## config.mk

```make
export PLATFORM = sky130hd
export DESIGN_NAME = mips_multicycle_main_fsm
export DESIGN_NICKNAME = d
export VERILOG_FILES = /design/src/rtl/mips_multicycle_main_fsm.sv
export SDC_FILE = /design/constraint.sdc
export NUM_CORES = 1
export LEC_CHECK = 0
export CORE_AREA = 2 2 39 41
export DETAILED_ROUTE_END_ITERATION = 16
export DIE_AREA = 0 0 41 43
export PLACE_DENSITY = 0.78
export SLEW_MARGIN = 5
export SYNTH_ARGS = -nofsm -noshare
export SYNTH_HDL_FRONTEND = slang
export SYNTH_SLANG_ARGS = --single-unit
```

## constraint.sdc

```tcl
create_clock -name clk -period 2.2 [get_ports clk]
set_input_delay 0.33 -clock clk [delete_from_list [all_inputs] [get_ports clk]]
set_output_delay 0.33 -clock clk [all_outputs]
set_load 0.02 [all_outputs]
```

## src/rtl/mips_multicycle_main_fsm.sv

```systemverilog
// Moore main control FSM for the multicycle MIPS datapath.
// Define MIPS_FSM_ADDI_EN to add the ADDIEX/ADDIWB path for addi.
module mips_multicycle_main_fsm #(
   parameter logic [5:0] OP_RTYPE = 6'b000000,
   parameter logic [5:0] OP_LW    = 6'b100011,
   parameter logic [5:0] OP_SW    = 6'b101011,
   parameter logic [5:0] OP_BEQ   = 6'b000100,
   parameter logic [5:0] OP_ADDI  = 6'b001000,
   parameter logic [5:0] OP_J     = 6'b000010
) (
   input  logic       clk,
   input  logic       rst,
   input  logic [5:0] opcode,
   input  logic       zero,
   output logic [1:0] ALUOp,
   output logic       ALUSrcA,
   output logic [1:0] ALUSrcB,
   output logic [1:0] PCSrc,
   output logic       IorD,
   output logic       MemtoReg,
   output logic       RegDst,
   output logic       IRWrite,
   output logic       MemWrite,
   output logic       RegWrite,
   output logic       PCWrite,
   output logic       Branch,
   output logic       PCEn,
   output logic [3:0] state
);

   typedef enum logic [3:0] {
      FETCH    = 4'd0,
      DECODE   = 4'd1,
      MEMADR   = 4'd2,
      MEMREAD  = 4'd3,
      MEMWB    = 4'd4,
      MEMWRITE = 4'd5,
      EXECUTE  = 4'd6,
      ALUWB    = 4'd7,
      BRANCH   = 4'd8,
      ADDIEX   = 4'd9,
      ADDIWB   = 4'd10,
      JUMP     = 4'd11
   } state_t;

   state_t state_q, state_d;

   logic ir_write, mem_write, reg_write, pc_write, branch;

   always_ff @(posedge clk or posedge rst) begin
      if (rst) state_q <= FETCH;
      else     state_q <= state_d;
   end

   always_comb begin
      state_d   = FETCH;
      ALUOp     = 2'b00;
      ALUSrcA   = 1'b0;
      ALUSrcB   = 2'b00;
      PCSrc     = 2'b00;
      IorD      = 1'b0;
      MemtoReg  = 1'b0;
      RegDst    = 1'b0;
      ir_write  = 1'b0;
      mem_write = 1'b0;
      reg_write = 1'b0;
      pc_write  = 1'b0;
      branch    = 1'b0;
      case (state_q)
         FETCH: begin
            ir_write = 1'b1;
            pc_write = 1'b1;
            ALUSrcB  = 2'b01;
            state_d  = DECODE;
         end
         DECODE: begin
            ALUSrcB = 2'b11;
            case (opcode)
               OP_LW, OP_SW: state_d = MEMADR;
               OP_RTYPE:     state_d = EXECUTE;
               OP_BEQ:       state_d = BRANCH;
               OP_J:         state_d = JUMP;
`ifdef MIPS_FSM_ADDI_EN
               OP_ADDI:      state_d = ADDIEX;
`endif
               default:      state_d = FETCH;
            endcase
         end
         MEMADR: begin
            ALUSrcA = 1'b1;
            ALUSrcB = 2'b10;
            // opcode is re-sampled here; anything but lw/sw abandons the access
            if (opcode == OP_LW)      state_d = MEMREAD;
            else if (opcode == OP_SW) state_d = MEMWRITE;
            else                      state_d = FETCH;
         end
         MEMREAD: begin
            IorD    = 1'b1;
            state_d = MEMWB;
         end
         MEMWB: begin
            MemtoReg  = 1'b1;
            reg_write = 1'b1;
         end
         MEMWRITE: begin
            IorD      = 1'b1;
            mem_write = 1'b1;
         end
         EXECUTE: begin
            ALUSrcA = 1'b1;
            ALUOp   = 2'b10;
            state_d = ALUWB;
         end
         ALUWB: begin
            RegDst    = 1'b1;
            reg_write = 1'b1;
         end
         BRANCH: begin
            ALUSrcA = 1'b1;
            ALUOp   = 2'b01;
            PCSrc   = 2'b01;
            branch  = 1'b1;
         end
`ifdef MIPS_FSM_ADDI_EN
         ADDIEX: begin
            ALUSrcA = 1'b1;
            ALUSrcB = 2'b10;
            state_d = ADDIWB;
         end
         ADDIWB: begin
            reg_write = 1'b1;
         end
`endif
         JUMP: begin
            PCSrc    = 2'b10;
            pc_write = 1'b1;
         end
         default: ;
      endcase
   end

   // Write strobes are held off while rst is high so an aborted instruction commits nothing
   assign IRWrite  = ir_write  & ~rst;
   assign MemWrite = mem_write & ~rst;
   assign RegWrite = reg_write & ~rst;
   assign PCWrite  = pc_write  & ~rst;
   assign Branch   = branch    & ~rst;
   assign PCEn     = (pc_write | (branch & zero)) & ~rst;
   assign state    = state_q;

endmodule

```

==> key figures <==
GRT
  – First-pass GRT wire length: 1745 um
  – Initial antenna violation count: 0
  – Vias in the first global route: 436
  – Largest net degree at the start of global routing: 16
  – Global-route usage over all layers: 14.67%
  – Overflow after GRT: 0

Floorplan
  – Starting Density: 34.72%
  – Core area: 1384 um^2
  – Row count: 14
  – Die X: 41 um
  – Die area: 1763 um^2
  – Die Y: 43 um
  – I/O pin total: 29

Critical path
  – R2R Path End: state[0]
  – Crit path DAT: 1.81 ns
  – CP Launch Type: flip-flop
  – Critical path type: reg2out
  – Reg-to-reg slack, setup: 0.80 ns
  – Worst R2R Start: state[1]
  – Crit. End Element: output port
  – Critical path origin: state[0]
  – R2R depth: 4
  – Crit Path Max Fanout: 15
  – Data required time at the worst endpoint: 1.87 ns

Timing
  – Max-Slew Margin vs Limit: 69.62%
  – Final Setup Violations: 0
  – Period Utilization, post-route: 97.41%
  – Final worst slack: 0.05705 ns
  – Post-layout minimum cycle time: 2.143 ns
  – Setup TNS Final: 0 ns
  – RSZ-0062 raised after global routing: false
  – Final slew viol count: 0
  – Final Skew: 0.003613 ns
  – Hold slack: 0.4857 ns
  – Final Hold Fails: 0
  – Worst-margin pin slew: 0.4496 ns
  – FMAX: 466.6 MHz

Yosys
  – Distinct cells, synth: 29
  – Fraction of registers with async set/reset: 100.0%
  – Post-synth top flop: dfrtp_1
  – Mapped Area: 480.5 um^2
  – Area contributors post-synth: dfrtp_1, buf_6, xnor2_1
  – Largest area contributor in the netlist: dfrtp_1
  – Register bit total from synthesis: 4
  – Syn nets: 67
  – Avg Inst Size Synth: 8.284 um^2
  – Sequential area share after synthesis: 20.83%
  – Number of synthesized flops with an enable pin: 0
  – Synth warn: 0
  – Top-area cell type share of the netlist area: 20.83%
  – Post-Syn Instances: 58

Clock tree
  – Root buf cell: clkbuf_4
  – Clock Tree Buf Depth: 2
  – Max H-tree Level: 1
  – CTS Hold Buffers Added: 0
  – Post-CTS setup buffers: 0
  – Clk_lat worst skew: 0.24 ns
  – Total CTS buffers: 3
  – TritonCTS clock tree: built
  – Clk sinks: 4
  – Clk slew on worst S/H paths: 0.04 ns

Finish
  – Layout Cells excl Fill: 105
  – Proportion of layout cells with a drive suffix above 1: 15.73%
  – Largest register FFs: 4
  – Commonest cells after routing, fill and taps aside: clkdlybuf4s50_1, buf_4, nand2_1, dlymetal6s2s_1, inv_1
  – Filler Cell Count: 117
  – Final antenna diode count: 0
  – Nets: 100
  – Synth-to-layout area growth: 70.31%
  – Commonest non-fill, non-tap cell in the layout: clkdlybuf4s50_1

Place
  – Port bufs: 28
  – GP Congestion: 0.8895
  – Hpwl dp: 943.9 um
  – Placed Instances: 102
  – Worst slack at placement: 0.1416 ns

Detailed routing
  – Drt wl/cell: 12.17 um
  – Detailed-route via count: 560
  – DRT antenna net count: 0
  – DRC: 0
  – Routed WL: 1278 um
  – Drt first-iter violations: 11
  – Detailed Routing Iterations Pass 1: 5
  – Via density: 5.333

Hold path
  – HP Class: in2async

Pwr
  – Worst IR drop on VDD: 0.3025 mV
  – Final Power: 543.1 uW
  – PwrDens: 663.7 nW/um^2
  – Static leakage power: 0.0004219 uW

Flow run
  – Max Cap Violations: 0

Status
  – Status: finished, final reports clean
[worst max-delay path, cell delays in order, from the launching register on]
cell	delay, ns
dfrtp_1	0.42
buf_4	0.21
xnor2_1	0.15
nor3_1	0.16
clkdlybuf4s50_1	0.63
[layer usage]
layer / track usage, % / wire length (um) / vias up
met5: 0 / 0 / -
met4: 10.00 / 16 / 0
met3: 1.571 / 104 / 2
met2: 23.13 / 642 / 28
met1: 17.42 / 515 / 254
li1: - / - / 276
[cells in the mapped netlist, drive strengths merged (3+ instances only)]
cell type and n:
a21oi 3, and3 3, buf 6, dfrtp 4
inv 4, nand2 5, nor3 3, nor4 3
nor4b 4, xnor2 3
[final cells by class]
| class | count | area [um^2] | area share [%] |
|---|---|---|---|
| clock buffers | 3 | 22.52 | 2.752 |
| well taps | 16 | 20.02 | 2.446 |
| inverters | 4 | 15.01 | 1.835 |
| multi-input cells | 44 | 325.3 | 39.76 |
| repair buffers | 34 | 334.1 | 40.83 |
| flip-flops and latches | 4 | 101.3 | 12.39 |
[power by group]
group | leakage [uW] | total, uW | switching (uW) | internal, uW
logic | 0.000356 | 342 | 178 | 165
clock network | 0.0000138 | 94.4 | 33.1 | 61.2
registers | 0.0000518 | 106 | 20.4 | 86.0
total | 0.000422 | 543 | 231 | 312
[how the worst max path moves through the flow]
stage	end	slack, ns
2_1_floorplan	PCEn	0.18
3_3_place_gp	MemWrite	0.15
6_report	ALUSrcB[1]	0.06
3_5_place_dp	MemWrite	0.14
5_1_grt	Branch	0.0003
4_1_cts	RegWrite	0.01
[cell families (layout without fill, tap and decap cells)]
| kind of cell | count (synthesis) | after routing | synth area share (%) |
|---|---|---|---|
| buf+inv | 10 | 41 | 13.28 |
| compound gates | 9 | 9 | 12.76 |
| flops | 4 | 4 | 20.83 |
| simple gates | 31 | 31 | 45.84 |
| xor+xnor | 4 | 4 | 7.293 |
[per-stage QoR]
stage / utilization, % / instance area, um^2
after global placement: 56.15 / 777.0
after floorplan: - / 480.5
after CTS: 57.59 / 797.0
after global routing: 59.13 / 818.3
after detailed placement: 56.15 / 777.0
final: 59.13 / 818.3
[what timing repair did]
action	in CTS	in global routing
pin swaps	0	0
endpoints found under the setup margin	7	3
gates resized for setup	4	6
No activity file was read; power rests on OpenSTA's default activity.
